===== src/rtl/striping_pkg.sv =====
// Shared definitions for the two-lane striping scheduler: state encodings
// and the default lane word width.
package striping_pkg;

  localparam int DATA_W_DEF = 32;

  // Externally visible state codes (DRAIN is reported as RUN).
  localparam logic [1:0] ST_CODE_IDLE  = 2'd0;
  localparam logic [1:0] ST_CODE_ALIGN = 2'd1;
  localparam logic [1:0] ST_CODE_RUN   = 2'd2;
  localparam logic [1:0] ST_CODE_ERROR = 2'd3;

  typedef enum logic [2:0] {
    S_IDLE  = 3'd0,
    S_ALIGN = 3'd1,
    S_RUN   = 3'd2,
    S_ERROR = 3'd3,
    S_DRAIN = 3'd4
  } state_e;

  function automatic logic [1:0] state_code(input state_e s);
    logic [1:0] code;
    case (s)
      S_IDLE:  code = ST_CODE_IDLE;
      S_ALIGN: code = ST_CODE_ALIGN;
      S_RUN:   code = ST_CODE_RUN;
      S_DRAIN: code = ST_CODE_RUN;
      S_ERROR: code = ST_CODE_ERROR;
      default: code = ST_CODE_IDLE;
    endcase
    return code;
  endfunction

endpackage


===== src/rtl/striping_scheduler_if.sv =====
// Bundle of lane inputs, multiplexer-facing outputs and status for the
// striping scheduler. The slave side is the scheduler itself.
interface striping_scheduler_if
  import striping_pkg::*;
#(
  parameter int DATA_W = DATA_W_DEF
) ();

  logic              enable;
  logic [DATA_W-1:0] in_0;
  logic              in_valid_0;
  logic [DATA_W-1:0] in_1;
  logic              in_valid_1;
  logic [DATA_W-1:0] lane_0;
  logic              valid_0;
  logic [DATA_W-1:0] lane_1;
  logic              valid_1;
  logic              full_0;
  logic              full_1;
  logic [1:0]        state;
  logic              skew_err;
  logic              ovf_err;
  logic [15:0]       word_count;

  modport master (
    output enable, in_0, in_valid_0, in_1, in_valid_1,
    input  lane_0, valid_0, lane_1, valid_1, full_0, full_1,
    input  state, skew_err, ovf_err, word_count
  );

  modport slave (
    input  enable, in_0, in_valid_0, in_1, in_valid_1,
    output lane_0, valid_0, lane_1, valid_1, full_0, full_1,
    output state, skew_err, ovf_err, word_count
  );

endinterface


===== src/rtl/striping_scheduler_lane_fifo.sv =====
// Per-lane synchronous FIFO. Pointers carry one extra wrap bit so full and
// empty are told apart by the MSB. A push into a full FIFO is taken only
// when a pop happens in the same cycle; flush empties it immediately.
module lane_fifo
  import striping_pkg::*;
#(
  parameter int DATA_W = DATA_W_DEF,
  parameter int DEPTH  = 4
) (
  input  logic              clk,
  input  logic              rst_n,
  input  logic              flush,
  input  logic              push,
  input  logic              pop,
  input  logic [DATA_W-1:0] din,
  output logic [DATA_W-1:0] dout,
  output logic              empty,
  output logic              full
);

  localparam int AW = (DEPTH > 1) ? $clog2(DEPTH) : 1;

  logic [AW:0]       wr_ptr_q, wr_ptr_d;
  logic [AW:0]       rd_ptr_q, rd_ptr_d;
  logic [DATA_W-1:0] mem_q [DEPTH];
  logic              do_push, do_pop;

  assign empty = (wr_ptr_q == rd_ptr_q);
  assign full  = (wr_ptr_q[AW] != rd_ptr_q[AW]) &&
                 (wr_ptr_q[AW-1:0] == rd_ptr_q[AW-1:0]);
  assign dout  = mem_q[rd_ptr_q[AW-1:0]];

  // Next pointer values; flush overrides any push or pop.
  always_comb begin
    do_pop   = pop && !empty;
    do_push  = push && (!full || do_pop);
    wr_ptr_d = wr_ptr_q;
    rd_ptr_d = rd_ptr_q;
    if (flush) begin
      wr_ptr_d = '0;
      rd_ptr_d = '0;
    end else begin
      if (do_push) wr_ptr_d = wr_ptr_q + 1'b1;
      if (do_pop)  rd_ptr_d = rd_ptr_q + 1'b1;
    end
  end

  // Pointer registers.
  always_ff @(posedge clk or negedge rst_n) begin
    if (!rst_n) begin
      wr_ptr_q <= '0;
      rd_ptr_q <= '0;
    end else begin
      wr_ptr_q <= wr_ptr_d;
      rd_ptr_q <= rd_ptr_d;
    end
  end

  // Storage write; contents need no reset since pointers gate visibility.
  always_ff @(posedge clk) begin
    if (do_push && !flush) mem_q[wr_ptr_q[AW-1:0]] <= din;
  end

endmodule


===== src/rtl/striping_scheduler.sv =====
// Two-lane striping scheduler: buffers each lane, aligns the lanes at
// start-up and then issues words strictly alternating lane 0 / lane 1 so
// the downstream multiplexer select never slips. Flags skew and overflow.
module striping_scheduler
  import striping_pkg::*;
#(
  parameter int DATA_W     = DATA_W_DEF,
  parameter int FIFO_DEPTH = 4,
  parameter int SKEW_MAX   = 3
) (
  input  logic                clk_2f,
  input  logic                reset,
  striping_scheduler_if.slave bus
);

  localparam int SKW = $clog2(SKEW_MAX + 2);

  state_e            st_q, st_d;
  logic              phase_q, phase_d;
  logic [SKW-1:0]    skew_cnt_q, skew_cnt_d;
  logic [DATA_W-1:0] lane_0_q, lane_0_d;
  logic [DATA_W-1:0] lane_1_q, lane_1_d;
  logic              valid_0_q, valid_0_d;
  logic              valid_1_q, valid_1_d;
  logic [15:0]       word_count_q, word_count_d;
  logic              skew_err_q, skew_err_d;
  logic              ovf_err_q, ovf_err_d;

  logic              empty_0, empty_1, full_0, full_1;
  logic              pop_0, pop_1, push_0, push_1, flush;
  logic              accept, ovf_0, ovf_1, skew_hit;
  logic [DATA_W-1:0] dout_0, dout_1;

  lane_fifo #(.DATA_W(DATA_W), .DEPTH(FIFO_DEPTH)) u_fifo_0 (
    .clk   (clk_2f),
    .rst_n (reset),
    .flush (flush),
    .push  (push_0),
    .pop   (pop_0),
    .din   (bus.in_0),
    .dout  (dout_0),
    .empty (empty_0),
    .full  (full_0)
  );

  lane_fifo #(.DATA_W(DATA_W), .DEPTH(FIFO_DEPTH)) u_fifo_1 (
    .clk   (clk_2f),
    .rst_n (reset),
    .flush (flush),
    .push  (push_1),
    .pop   (pop_1),
    .din   (bus.in_1),
    .dout  (dout_1),
    .empty (empty_1),
    .full  (full_1)
  );

  // Issue, push acceptance and next-state logic.
  always_comb begin
    st_d         = st_q;
    phase_d      = phase_q;
    skew_cnt_d   = '0;
    lane_0_d     = lane_0_q;
    lane_1_d     = lane_1_q;
    valid_0_d    = 1'b0;
    valid_1_d    = 1'b0;
    word_count_d = word_count_q;
    skew_err_d   = skew_err_q;
    ovf_err_d    = ovf_err_q;
    pop_0        = 1'b0;
    pop_1        = 1'b0;
    flush        = 1'b0;
    skew_hit     = 1'b0;

    // Only the lane selected by phase may issue; otherwise stall in place.
    if (st_q == S_RUN || st_q == S_DRAIN) begin
      if (!phase_q && !empty_0) begin
        pop_0        = 1'b1;
        lane_0_d     = dout_0;
        valid_0_d    = 1'b1;
        phase_d      = 1'b1;
        word_count_d = word_count_q + 16'd1;
      end else if (phase_q && !empty_1) begin
        pop_1        = 1'b1;
        lane_1_d     = dout_1;
        valid_1_d    = 1'b1;
        phase_d      = 1'b0;
        word_count_d = word_count_q + 16'd1;
      end
    end

    // A same-cycle pop frees the slot, so a full FIFO can still take a word.
    accept = (st_q != S_ERROR);
    push_0 = bus.in_valid_0 && accept && (!full_0 || pop_0);
    push_1 = bus.in_valid_1 && accept && (!full_1 || pop_1);
    ovf_0  = bus.in_valid_0 && accept && full_0 && !pop_0;
    ovf_1  = bus.in_valid_1 && accept && full_1 && !pop_1;

    case (st_q)
      S_IDLE: begin
        phase_d = 1'b0;
        if (bus.enable) st_d = S_ALIGN;
      end
      S_ALIGN: begin
        if (!bus.enable) begin
          flush = 1'b1;
          st_d  = S_IDLE;
        end else if (!empty_0 && !empty_1) begin
          st_d    = S_RUN;
          phase_d = 1'b0;
        end else if (empty_0 != empty_1) begin
          skew_hit = 1'b1;
        end
      end
      S_RUN: begin
        if (!bus.enable) st_d = S_DRAIN;
      end
      S_DRAIN: begin
        if (bus.enable) begin
          st_d = S_RUN;
        end else if (empty_0 && empty_1 && !phase_q) begin
          st_d = S_IDLE;
        end else if (phase_q ? (empty_1 && !empty_0) : (empty_0 && !empty_1)) begin
          skew_hit = 1'b1;
        end
      end
      S_ERROR: begin
        flush   = 1'b1;
        phase_d = 1'b0;
        if (!bus.enable) st_d = S_IDLE;
      end
      default: st_d = S_IDLE;
    endcase

    // Error fires on the cycle the consecutive-skew count would pass the limit.
    if (skew_hit) begin
      if (skew_cnt_q == SKW'(SKEW_MAX)) begin
        skew_err_d = 1'b1;
        st_d       = S_ERROR;
      end else begin
        skew_cnt_d = skew_cnt_q + 1'b1;
      end
    end

    if (ovf_0 || ovf_1) begin
      ovf_err_d = 1'b1;
      st_d      = S_ERROR;
    end
  end

  // State and registered output updates.
  always_ff @(posedge clk_2f or negedge reset) begin
    if (!reset) begin
      st_q         <= S_IDLE;
      phase_q      <= 1'b0;
      skew_cnt_q   <= '0;
      lane_0_q     <= '0;
      lane_1_q     <= '0;
      valid_0_q    <= 1'b0;
      valid_1_q    <= 1'b0;
      word_count_q <= '0;
      skew_err_q   <= 1'b0;
      ovf_err_q    <= 1'b0;
    end else begin
      st_q         <= st_d;
      phase_q      <= phase_d;
      skew_cnt_q   <= skew_cnt_d;
      lane_0_q     <= lane_0_d;
      lane_1_q     <= lane_1_d;
      valid_0_q    <= valid_0_d;
      valid_1_q    <= valid_1_d;
      word_count_q <= word_count_d;
      skew_err_q   <= skew_err_d;
      ovf_err_q    <= ovf_err_d;
    end
  end

  assign bus.lane_0     = lane_0_q;
  assign bus.lane_1     = lane_1_q;
  assign bus.valid_0    = valid_0_q;
  assign bus.valid_1    = valid_1_q;
  assign bus.full_0     = full_0;
  assign bus.full_1     = full_1;
  assign bus.state      = state_code(st_q);
  assign bus.skew_err   = skew_err_q;
  assign bus.ovf_err    = ovf_err_q;
  assign bus.word_count = word_count_q;

endmodule


===== src/flat_wrapper.sv =====
// flat-port wrapper written by rule: the top's interface ports become plain ports
module striping_scheduler_flat import striping_pkg::*;
#(
  parameter int DATA_W     = DATA_W_DEF,
  parameter int FIFO_DEPTH = 4,
  parameter int SKEW_MAX   = 3
)
  (clk_2f, reset, bus_enable, bus_in_0, bus_in_valid_0, bus_in_1, bus_in_valid_1, bus_lane_0, bus_valid_0, bus_lane_1, bus_valid_1, bus_full_0, bus_full_1, bus_state, bus_skew_err, bus_ovf_err, bus_word_count);
  striping_scheduler_if #(.DATA_W(DATA_W)) bus_i ();
  input  logic clk_2f;
  input  logic reset;
  input wire logic [$bits(bus_i.enable)-1:0] bus_enable;
  input wire logic [$bits(bus_i.in_0)-1:0] bus_in_0;
  input wire logic [$bits(bus_i.in_valid_0)-1:0] bus_in_valid_0;
  input wire logic [$bits(bus_i.in_1)-1:0] bus_in_1;
  input wire logic [$bits(bus_i.in_valid_1)-1:0] bus_in_valid_1;
  output wire logic [$bits(bus_i.lane_0)-1:0] bus_lane_0;
  output wire logic [$bits(bus_i.valid_0)-1:0] bus_valid_0;
  output wire logic [$bits(bus_i.lane_1)-1:0] bus_lane_1;
  output wire logic [$bits(bus_i.valid_1)-1:0] bus_valid_1;
  output wire logic [$bits(bus_i.full_0)-1:0] bus_full_0;
  output wire logic [$bits(bus_i.full_1)-1:0] bus_full_1;
  output wire logic [$bits(bus_i.state)-1:0] bus_state;
  output wire logic [$bits(bus_i.skew_err)-1:0] bus_skew_err;
  output wire logic [$bits(bus_i.ovf_err)-1:0] bus_ovf_err;
  output wire logic [$bits(bus_i.word_count)-1:0] bus_word_count;
  assign bus_i.enable = bus_enable;
  assign bus_i.in_0 = bus_in_0;
  assign bus_i.in_valid_0 = bus_in_valid_0;
  assign bus_i.in_1 = bus_in_1;
  assign bus_i.in_valid_1 = bus_in_valid_1;
  assign bus_lane_0 = bus_i.lane_0;
  assign bus_valid_0 = bus_i.valid_0;
  assign bus_lane_1 = bus_i.lane_1;
  assign bus_valid_1 = bus_i.valid_1;
  assign bus_full_0 = bus_i.full_0;
  assign bus_full_1 = bus_i.full_1;
  assign bus_state = bus_i.state;
  assign bus_skew_err = bus_i.skew_err;
  assign bus_ovf_err = bus_i.ovf_err;
  assign bus_word_count = bus_i.word_count;
  striping_scheduler #(.DATA_W(DATA_W), .FIFO_DEPTH(FIFO_DEPTH), .SKEW_MAX(SKEW_MAX)) u_core (.clk_2f(clk_2f), .reset(reset), .bus(bus_i));
endmodule

===== config.mk =====
export PLATFORM = sky130hd
export DESIGN_NAME = striping_scheduler_flat
export DESIGN_NICKNAME = d
export VERILOG_FILES = /design/src/rtl/striping_pkg.sv /design/src/rtl/striping_scheduler_if.sv /design/src/rtl/striping_scheduler_lane_fifo.sv /design/src/rtl/striping_scheduler.sv /design/src/flat_wrapper.sv
export SDC_FILE = /design/constraint.sdc
export NUM_CORES = 1
export LEC_CHECK = 0
export CELL_PAD_IN_SITES_DETAIL_PLACEMENT = 1
export CELL_PAD_IN_SITES_GLOBAL_PLACEMENT = 2
export CORE_MARGIN = 1
export CORE_UTILIZATION = 40
export CTS_BUF_LIST = sky130_fd_sc_hd__clkbuf_16
export DETAILED_ROUTE_END_ITERATION = 8
export PLACE_DENSITY = 0.83
export SETUP_SLACK_MARGIN = 0.02
export SLEW_MARGIN = 10
export SYNTH_ARGS = -nofsm -noshare
export SYNTH_HDL_FRONTEND = slang
export SYNTH_HIERARCHICAL = 1
export SYNTH_SLANG_ARGS = --single-unit

===== constraint.sdc =====
create_clock -name clk_2f -period 5.06 [get_ports clk_2f]
set_input_delay 1.518 -clock clk_2f [delete_from_list [all_inputs] [get_ports clk_2f]]
set_output_delay 1.518 -clock clk_2f [all_outputs]
set_load 0.01 [all_outputs]

Yosys cells after proc, flatten, opt, wreduce, memory -nomap -nowiden
Memory sizes are Yosys's and may differ from the RTL's. A register that Yosys moved wholly into a read port is not among the register bits.
Cells that the tools add are included.
{"block": "totals", "regBits": 39, "latch_bits": 0, "ramBits": 256, "rom_bits": 0, "input_bits": 69, "out_inout_bits": 88, "word_cells": 134, "n_memories": 2}
{"block": "classes", "add_sub_neg": 6, "n_mul": 0, "div": 0, "n_lt_le_gt_ge": 0, "eq_ne": 13, "shift": 0, "n_mux": 49, "n_bitwise": 1, "n_reduce_logical": 51}
{"name": "u_core.u_fifo_0.mem_q", "depth": 4, "word_bits": 32, "read_ports": 1, "rd_clocked_by_memory_dff": 1, "write_ports": 1, "line": "striping_scheduler_lane_fifo.sv:25", "source": "logic [DATA_W-1:0] mem_q [DEPTH];"}
{"name": "u_core.u_fifo_1.mem_q", "depth": 4, "word_bits": 32, "read_ports": 1, "rd_clocked_by_memory_dff": 1, "write_ports": 1, "line": "striping_scheduler_lane_fifo.sv:25"}
{"op": "$mux W3", "count": 20}
{"op": "$mux W16", "count": 2}
{"op": "$logic_and A1 B1 Y1", "count": 23}
{"op": "$mux W1", "count": 22}
{"op": "$add A16 B1 Y16 const B", "count": 1}
{"op": "$add A3 B1 Y3 const B", "count": 5}
{"op": "$pmux W3 S5", "count": 1}
{"op": "$logic_not A1 Y1", "count": 10}
{"op": "$reduce_bool A2 Y1", "count": 5}
{"op": "$eq A3 B2 Y1 const B", "count": 3}
{"op": "$eq A3 B3 Y1", "count": 2}
{"op": "$logic_or A1 B1 Y1", "count": 6}
{"op": "$pmux W1 S2", "count": 3}
{"op": "$pmux W2 S3", "count": 1}
{"op": "$reduce_and A2 Y1", "count": 3}
{"op": "$eq A2 B2 Y1", "count": 2}
{"op": "$reduce_or A2 Y1", "count": 2}
{"op": "$eq A3 B1 Y1 const B", "count": 1}
{"op": "$eq A3 B3 Y1 const B", "count": 1}
{"op": "$logic_not A3 Y1", "count": 1}
{"op": "$ne A1 B1 Y1", "count": 3}
{"op": "$ne A3 B2 Y1 const B", "count": 1}
{"op": "$reduce_and A3 Y1", "count": 1}
{"op": "$not A1 Y1", "count": 1}

Logic depth before layout (Yosys ltp)
Gate-level depths: netlist (run 1).
{"block": "logic_depth", "depth_word": 12, "mapped_depth": 11, "mapped_depth_nobuf": 9}

Modules after synthesis
Netlist (run 1), hierarchy kept.
{"mod": "lane_fifo", "instances": 2, "cells_each": 223, "area_per_inst_um2": 5182.5, "seq_area_each_um2": 3993.8}
{"mod": "striping_scheduler", "instances": 1, "cells_each": 264, "area_per_inst_um2": 3918.8, "seq_area_each_um2": 2277.2}

Worst setup path before layout (run 1)
OpenSTA, ideal clock, no wires.
{"block": "synth_timing", "path_kind": "register to register", "startpoint": "register u_core.u_fifo_1.rd_ptr_q[1]", "endpoint": "memory u_core/u_fifo_1/mem_q[3][0] in the netlist's numbering, enable pin", "setup_ps": 392, "arrival_ps": 2996, "t_required_ps": 4668, "setup_slack_ps": 1672, "stages_incl_launch_ff": 12, "n_path_buf": 3, "synth_period_minus_slack_ps": 3388, "cell_sequence": "dfrtp_1 > buf_4 > xnor2_4 > nand2_1 > nor2_1 > or4b_1 > buf_4 > buf_6 > a21oi_1 > nand2b_1 > a41oi_1 > and2_1"}
{"block": "synth_between", "elab_chain_len": 12, "elab_cells_between_ends": 17, "cone_classes": "eq/ne (2); mux (5); reduce/logical (10)"}
{"element": "start: declaration", "line": "striping_scheduler_lane_fifo.sv:24", "source": "logic [AW:0] rd_ptr_q, rd_ptr_d;"}
{"element": "start signal: assignment", "line": "striping_scheduler_lane_fifo.sv:55", "source": "rd_ptr_q <= rd_ptr_d;"}
{"element": "$eq A3 B3 Y1", "line": "striping_scheduler_lane_fifo.sv:28", "source": "assign empty = (wr_ptr_q == rd_ptr_q);"}
{"element": "via u_core.empty_1", "line": "striping_scheduler.sv:29", "source": "logic empty_0, empty_1, full_0, full_1;"}
{"element": "$logic_not A1 Y1", "line": "striping_scheduler.sv:83", "source": "end else if (phase_q && !empty_1) begin"}
{"element": "$logic_and A1 B1 Y1", "line": "striping_scheduler.sv:83"}
{"element": "$mux W1", "line": "striping_scheduler.sv:83"}
{"element": "$mux W1", "line": "striping_scheduler.sv:77", "source": "if (!phase_q && !empty_0) begin"}
{"element": "$mux W1", "line": "striping_scheduler.sv:76", "source": "if (st_q == S_RUN || st_q == S_DRAIN) begin"}
{"element": "$logic_or A1 B1 Y1", "line": "striping_scheduler.sv:95", "source": "push_1 = bus.in_valid_1 && accept && (!full_1 || pop_1);"}
{"element": "$logic_and A1 B1 Y1", "line": "striping_scheduler.sv:95"}
{"element": "via u_core.push_1", "line": "striping_scheduler.sv:30", "source": "logic pop_0, pop_1, push_0, push_1, flush;"}
{"element": "$logic_and A1 B1 Y1", "line": "striping_scheduler_lane_fifo.sv:36", "source": "do_push = push && (!full || do_pop);"}
{"element": "$logic_and A1 B1 Y1", "line": "striping_scheduler_lane_fifo.sv:61", "source": "if (do_push && !flush) mem_q[wr_ptr_q[AW-1:0]] <= din;"}
{"element": "$mux W1", "line": "striping_scheduler_lane_fifo.sv:61"}
{"element": "$mux W1 (implied by the code)", "line": "striping_scheduler_lane_fifo.sv:61"}
{"element": "end: declaration", "line": "striping_scheduler_lane_fifo.sv:25"}
The timed path passes the listed nets, and every way through them passes these cells.

Final worst setup path (run 1)
{"block": "layout_timing", "startpoint": "register u_core.u_fifo_1.wr_ptr_q[1]", "endpoint": "memory u_core/u_fifo_1/mem_q[1][0] in the netlist's numbering, enable pin"}
{"block": "layout_between", "elab_chain_len": 12, "elab_cells_between_ends": 17, "cone_classes": "eq/ne (2); mux (5); reduce/logical (10)"}
{"element": "start: declaration", "line": "striping_scheduler_lane_fifo.sv:23", "source": "logic [AW:0] wr_ptr_q, wr_ptr_d;"}
{"element": "start signal: assignment", "line": "striping_scheduler_lane_fifo.sv:54", "source": "wr_ptr_q <= wr_ptr_d;"}
{"element": "$eq A3 B3 Y1", "line": "striping_scheduler_lane_fifo.sv:28"}
{"element": "via u_core.empty_1", "line": "striping_scheduler.sv:29"}
{"element": "$logic_not A1 Y1", "line": "striping_scheduler.sv:83"}
{"element": "$logic_and A1 B1 Y1", "line": "striping_scheduler.sv:83"}
{"element": "$mux W1", "line": "striping_scheduler.sv:83"}
{"element": "$mux W1", "line": "striping_scheduler.sv:77"}
{"element": "$mux W1", "line": "striping_scheduler.sv:76"}
{"element": "$logic_or A1 B1 Y1", "line": "striping_scheduler.sv:95"}
{"element": "$logic_and A1 B1 Y1", "line": "striping_scheduler.sv:95"}
{"element": "via u_core.push_1", "line": "striping_scheduler.sv:30"}
{"element": "$logic_and A1 B1 Y1", "line": "striping_scheduler_lane_fifo.sv:36"}
{"element": "$logic_and A1 B1 Y1", "line": "striping_scheduler_lane_fifo.sv:61"}
{"element": "$mux W1", "line": "striping_scheduler_lane_fifo.sv:61"}
{"element": "$mux W1 (implied by the code)", "line": "striping_scheduler_lane_fifo.sv:61"}
The timed path passes the listed nets, and every way through them passes these cells.

==> run metrics, run 1 <==
NetSw=between 2 and 3 mW; initial drt markers=365; synthesis-to-finish area growth=22.7%; Post-synth EDFFs=256; Synth Cell Area=14300 um2; FF/Latch Area=10300 um2; Internal=7.02 mW; Reg-to-Reg End=u_core/u_fifo_1/mem_q[1][0]$_DFFE_PP_; Critical Path Source=u_core/u_fifo_1/wr_ptr_q[1]$_DFFE_PN0P_; GRT Total Usage=0.170; PwrDens=between 500 and 600 nW/um2; max incr delay on CP=approximately 0.70 ns; clk buf depth=3; post-layout minimum cycle time=3.94 ns; Slew HR=0.171; postcts setup bufs=0; register area share after synthesis=0.719; vias in the first global route=just under 8000; Worst Skew=0.0204 ns; Fillers=3183; top_reg_cell synth=edfxtp_1; Hold Path Cell Cnt=1; RSZ-0062 raised after global routing=false; Pre-antenna DRT Iters=6; antenna violations before repair=2; DRC Markers=0; pin count of the biggest net entering global routing=51; final wirelength=29700 um; share of layout cells above drive strength 1=0.250; cell mode on critical path=buf_4; cts hold-fix bufs=0; fin. max-slew vios=0; Clk Latency, worst-skew pair=0.52 ns; # setup viols final=0; Die Span X=191 um; FF-to-FF setup slack=1.12 ns; Clock Tree Root=clkbuf_16; Logic pwr share=0.299; status=finished clean; Hold Worst Slack=0.445 ns; MaxCap Viol Count=0; fraction of registers with async set/reset=0.287; Sw Ratio=0.286; Worst setup SP type=register; Hold Path Class=register to register; crit path capture type=register; first-pass GRT wire length=between 40000 and 50000 um; Resize count post-CTS=0; Critical-path top delay cell=or4b_2; Congestion Overflow GR=0; worst-path cell chain=xnor2_4 -> nand2_1 -> nor2_1 -> or4b_2 -> buf_4 -> a21oi_1 -> nand2b_1 -> a41oi_1 -> and2_2 -> buf_4; CP max FO=34; WP data arrival=4.17 ns; CTS H-tree depth=2; multi-input logic area=3730 um2; final hold violations=0; io pins=157; Synth cell types=51; r2r startpoint=u_core/u_fifo_1/wr_ptr_q[1]$_DFFE_PN0P_; worst hold start=u_core/skew_cnt_q[0]$_DFF_PN0_; leakage power=6.39 nW; Initial Utilization=0.410; Hold EP=u_core/skew_cnt_q[0]$_DFF_PN0_; Mapped Cells=slightly above 700; Num Clock Sinks=359; Chip Height=191 um; CTS tree=done; worst slew pin tran=1.23 ns; Synth Warn #=6; Reg2Reg Depth=10; DIE AREA=36500 um2; clock share of power=0.264; Rows=68; Max rail drop VDD=0.000300 V; flops & latches, synth=359; sequential share of power=0.437; DR WL/cell=~21 um; syn nets=795; ANT nets after route=0; CTS Buf Count=38; DPL Wire Length=between 15000 and 20000 um; Final Wtd Congestion=0.743; Reg clk slew, reported paths=about 0.060 ns; number of port buffers=156; core box area=34800 um2; Tcrit/Tclk final=0.779; FMAX=0.254 GHz; Data required, critical path=5.29 ns; Vias=7005; Via-to-Cell Ratio=5.06; Layout Nets=984; Setup TNS Final=0 ns; critical path type=register to register; synthesized area per cell=20.1 um2
-- Yosys cell counts (all sizes together), types with 2 or more instances --
cell,count,area (um2)
buf,26,221
and3,5,31.3
mux2,72,927
nand2b,12,75.1
mux4,64,1440
nor2b,9,56.3
a31oi,4,37.5
nor3b,4,35.0
or2,2,12.5
nand2,11,41.3
nand3,7,35.0
nand4bb,2,22.5
xor2,4,50.1
ha,16,200
nor2,15,56.3
nor4,2,12.5
inv,18,67.6
o21ai,4,20.0
or2b,2,15.0
mux2i,4,40.0
and2,10,62.6
edfxtp,256,7690
nand3b,5,37.5
a41oi,6,67.6
clkbuf,4,15.0
a21o,2,15.0
a21oi,2,10.0
nand4,7,43.8
dfrtp,103,2580
xnor2,20,269
-- through the flow --
stage	std cells	setup slack (ns)	instance area (um2)	power, mW	util
2_1_floorplan	710	1.67	14300	6.14	-
3_3_place_gp	1314	0.929	16400	7.22	0.470
3_5_place_dp	1314	0.879	16400	7.33	0.470
4_1_cts	1383	1.11	17500	9.98	0.504
5_1_grt	1383	0.794	17500	10.3	0.504
6_report	1384	1.12	17500	9.83	0.504
-- worst max-delay path by stage --
stage,to
floorplan,u_core/u_fifo_1/mem_q[3][0]$_DFFE_PP_
global placement,u_core/u_fifo_1/mem_q[1][5]$_DFFE_PP_
detailed placement,u_core/u_fifo_1/mem_q[1][0]$_DFFE_PP_
CTS,u_core/u_fifo_1/mem_q[1][0]$_DFFE_PP_
global route,u_core/u_fifo_1/mem_q[1][14]$_DFFE_PP_
finish,u_core/u_fifo_1/mem_q[1][0]$_DFFE_PP_
-- critical path: cells and delay by family (launching register included) --
family | cells | cell delay (ns)
compound gates | 2 | 0.68
simple gates | 5 | 1.65
flops | 1 | 0.48
buf+inv | 2 | 0.61
xor+xnor | 1 | 0.21
-- power groups by stage --
| stage | combinational [mW] | sequential [mW] | clock, mW |
|---|---|---|---|
| final | 2.94 | 4.30 | 2.59 |
| after detailed placement | 2.97 | 4.36 | 0 |
| after CTS | 2.99 | 4.32 | 2.68 |
| after floorplan | 1.79 | 4.35 | 0 |
| after global routing | 3.17 | 4.37 | 2.78 |
| after global placement | 2.89 | 4.33 | 0 |
-- per-layer routing --
metal | up-vias | routed length [um] | GRT usage
li1 | 3156 | - | -
met1 | 3655 | 12400 | 0.217
met2 | 155 | 15400 | 0.295
met3 | 37 | 1380 | 0.0323
met4 | 2 | 478 | 0.0492
met5 | - | 11 | 0
-- registers in the layout, summed over array words and instances (netlist names) --
register and cells:
u_core/bus.lane_0 32, u_core/bus.lane_1 32, u_core/bus.ovf_err 1, u_core/bus.skew_err 1, u_core/bus.valid_0 1, u_core/bus.valid_1 1
u_core/bus.word_count 16, u_core/phase_q 1, u_core/skew_cnt_q 3, u_core/st_q 3, u_core/u_fifo_0/mem_q 128, u_core/u_fifo_0/rd_ptr_q 3
u_core/u_fifo_0/wr_ptr_q 3, u_core/u_fifo_1/mem_q 128, u_core/u_fifo_1/rd_ptr_q 3, u_core/u_fifo_1/wr_ptr_q 3
-- area by class of cell --
cell class | count | share of cell area
antenna | 1 | 0.000143
clock buffer | 39 | 0.0557
clock inverter | 30 | 0.0106
inverter | 18 | 0.00385
multi-input combinational | 303 | 0.213
sequential | 359 | 0.586
tap | 455 | 0.0325
timing repair buffer | 179 | 0.0988
-- cells in the final DEF (no fill, tap or decap), types with 7 or more instances in the layout --
cell type	Yosys	final
edfxtp_1	256	256
clkdlybuf4s50_1	0	155
dfrtp_1	103	99
mux4_2	64	64
clkbuf_16	0	39
mux2_2	37	37
mux2_4	31	31
inv_1	18	27
buf_4	9	24
ha_1	16	16
nor2_1	15	15
xnor2_1	15	15
nand2b_1	12	12
clkinv_1	0	11
nand2_1	11	11
nor2b_1	9	9
and2_2	0	8
nand3_1	7	7
nand4_1	7	7
-- kinds of logic (layout without fill, tap and decap cells) --
| logic type | count (synthesis) | after routing | synth area share |
|---|---|---|---|
| flops | 359 | 359 | 0.719 |
| mux | 140 | 140 | 0.169 |
| simple gates | 96 | 96 | 0.0391 |
| buf+inv | 48 | 266 | 0.0213 |
| compound gates | 27 | 27 | 0.0160 |
| xor+xnor | 24 | 24 | 0.0223 |
| fa+ha+maj | 16 | 16 | 0.0140 |
| other cells | 0 | 1 | 0 |
(Power assumes the default switching activity.)
==> inputs of run 2 (changes only) <==
- clock period: 5.06 -> 4 ns (I/O delays scaled with it)
==> run 2 against run 1 <==
Die area did not move. Critical path depth unchanged. Global-route usage is 0.13 points lower. Clock-buffer cell count rose by 1. Via count rose by 0.73%. Clock power is 44% higher. Sequential share of layout area fell by 0.94 points. Critical endpoint is now u_core/u_fifo_1/mem_q[0][12]$_DFFE_PP_.
==> run metrics, run 2 (synthesis results as in run 1) <==
CP max FO=33 (-2.9%); Pre-antenna DRT Iters=4 (-2); Via-to-Cell Ratio=5.09 (+0.51%); cts hold-fix bufs=0 (unchanged); most crowded layer after global routing=met2; Slew HR=0.474 (+0.303); FMAX=0.280 GHz (+10%); status=finished clean; Tcrit/Tclk final=0.894 (+0.115); fin area=17800 um2 (+1.6%); DR WL/cell=21.6 um (+0.47%); Critical-path top delay cell=or4b_2; Worst Skew=0.0214 ns (+0.000993 ns); vias in the first global route=7854 (-1.1%); leakage power=6.51 nW (+1.7%); DPL Wire Length=19000 um (-1.0%); Chip Height=191 um (unchanged); share of layout cells above drive strength 1=0.259 (+0.00886); Layout Nets=984 (unchanged); pre-CTS WS=0.497 ns (-0.382 ns); met2 Track Usage GR=0.296 (+0.000697); MaxCap Viol Count=0 (unchanged); WP buf/inv=4 (+2); Placed Area=16400 um2 (+0.44%); met3 Usage GRT=0.0318 (-0.000551); Initial Utilization=0.410 (unchanged); Data required, critical path=4.24 ns (-1.05 ns); synthesis-to-finish area growth=24.7%; Final Wtd Congestion=0.783 (+5.5%); Worst setup SP type=register; PwrDens=728 nW/um2 (+30%); Reg clk slew, reported paths=0.06 ns (about the same); initial drt markers=284 (-22%); io pins=157 (unchanged); Top delay family on crit path=simple AND/OR/NAND/NOR gates; Vias=7056 (+0.73%); worst-path cell chain=xnor2_4 -> nand2_1 -> nor2_1 -> or4b_2 -> buf_4 -> inv_1 -> inv_1 -> a41oi_1 -> and2_2 -> buf_12; fin. max-slew vios=0 (unchanged); CTS tree=done; DRC Markers=0 (unchanged); CTS H-tree depth=2 (unchanged); final wirelength=29900 um (+0.69%); most frequent cells in the layout=edfxtp_1 (256), clkdlybuf4s50_1 (155), dfrtp_1 (99); Final Core Density=0.512 (+0.00820); core box area=34800 um2 (unchanged); Max rail drop VDD=0.000439 V (+47%); Hold Path Class=register to register; pin count of the biggest net entering global routing=51 (unchanged); Die Span X=191 um (unchanged); DIE AREA=36500 um2 (unchanged); met1 Usage GRT=0.213 (-0.00319); ANT nets after route=0 (unchanged); Setup TNS Final=0 ns (unchanged); clk buf depth=3 (unchanged); max incr delay on CP=0.72 ns (+0.02 ns); crit path capture type=register; final setup margin=0.424 ns (-0.696 ns); antenna violations before repair=3 (+1); Resize count post-CTS=0 (unchanged); final hold violations=0 (unchanged); Clk Latency, worst-skew pair=0.54 ns (+0.02 ns); post-layout minimum cycle time=3.58 ns (-0.364 ns); GRT Total Usage=0.169 (-0.00133); Power Total=13.0 mW (+32%); worst slew pin tran=0.789 ns (-0.443 ns); RSZ-0062 raised after global routing=false; Rows=68 (unchanged); postcts setup bufs=0 (unchanged); WP data arrival=3.82 ns (-0.35 ns); number of port buffers=156 (unchanged); commonest non-fill, non-tap cell in the layout=edfxtp_1; Clock Tree Root=clkbuf_16; first-pass GRT wire length=46400 um (-0.77%); critical path type=register to register; cell mode on critical path=inv_1; Num Clock Sinks=359 (unchanged); CTS Buf Count=40 (+5.3%); # setup viols final=0 (unchanged); Congestion Overflow GR=0 (unchanged)
run 2: changes by cell type in the layout (fill, tap and decap cells not counted), sizes merged:
cell and change:
buf -2, bufinv +4, clkbuf +1, clkinv -1, clkinvlp -1, inv +2
run 2: routing by layer:
layer / up-vias / wire (um)
met5: - / 13
met4: 2 / 484
met3: 42 / 1090
met2: 121 / 15900
met1: 3731 / 12500
li1: 3160 / -
run 2: final timing paths:
| check | slack [ns] | end | cells past startpoint | from |
|---|---|---|---|---|
| min reg2reg | 0.45 | u_core/skew_cnt_q[0]$_DFF_PN0_ | 1 | u_core/skew_cnt_q[0]$_DFF_PN0_ |
| min in group asynchronous | 0.76 | u_core/bus.lane_1[7]$_DFFE_PN0P_ | 1 | reset |
| max | 0.42 | u_core/u_fifo_1/mem_q[0][12]$_DFFE_PP_ | 10 | u_core/u_fifo_1/wr_ptr_q[0]$_DFFE_PN0P_ |
| max in group asynchronous | 2.43 | u_core/bus.ovf_err$_DFFE_PN0P_ | 2 | reset |
| max reg2reg | 0.42 | u_core/u_fifo_1/mem_q[0][12]$_DFFE_PP_ | 10 | u_core/u_fifo_1/wr_ptr_q[0]$_DFFE_PN0P_ |
| min | 0.45 | u_core/skew_cnt_q[0]$_DFF_PN0_ | 1 | u_core/skew_cnt_q[0]$_DFF_PN0_ |
run 2: worst register-to-register path, cell delays in order, from the launching register on:
cell,delay (ns)
dfrtp_1,0.49
xnor2_4,0.21
nand2_1,0.10
nor2_1,0.09
or4b_2,0.72
buf_4,0.33
inv_1,0.16
inv_1,0.13
a41oi_1,0.37
and2_2,0.43
buf_12,0.24
run 2: metrics by stage:
stage               std cells  hold slack [ns]
floorplan                 710            0.415
global placement         1312            0.427
detailed placement       1312            0.442
CTS                      1386            0.450
global route             1387            0.478
finish                   1387            0.452
run 2: power by group:
part	switching, mW	total, mW	internal, mW	leakage, nW
Combinational	1.73	3.79	2.06	2.14
Sequential	0.483	5.44	4.96	3.66
Clock	1.49	3.73	2.25	0.703
run 2: layout make-up:
type,count,area [um2]
Antenna cell,1,2.50
Clock buffer,40,1000
Clock inverter,34,373
Fill cell,3187,17000
Inverter,18,67.6
Multi-Input combinational cell,303,3730
Sequential cell,359,10300
Tap cell,455,569
Timing Repair Buffer,177,1800
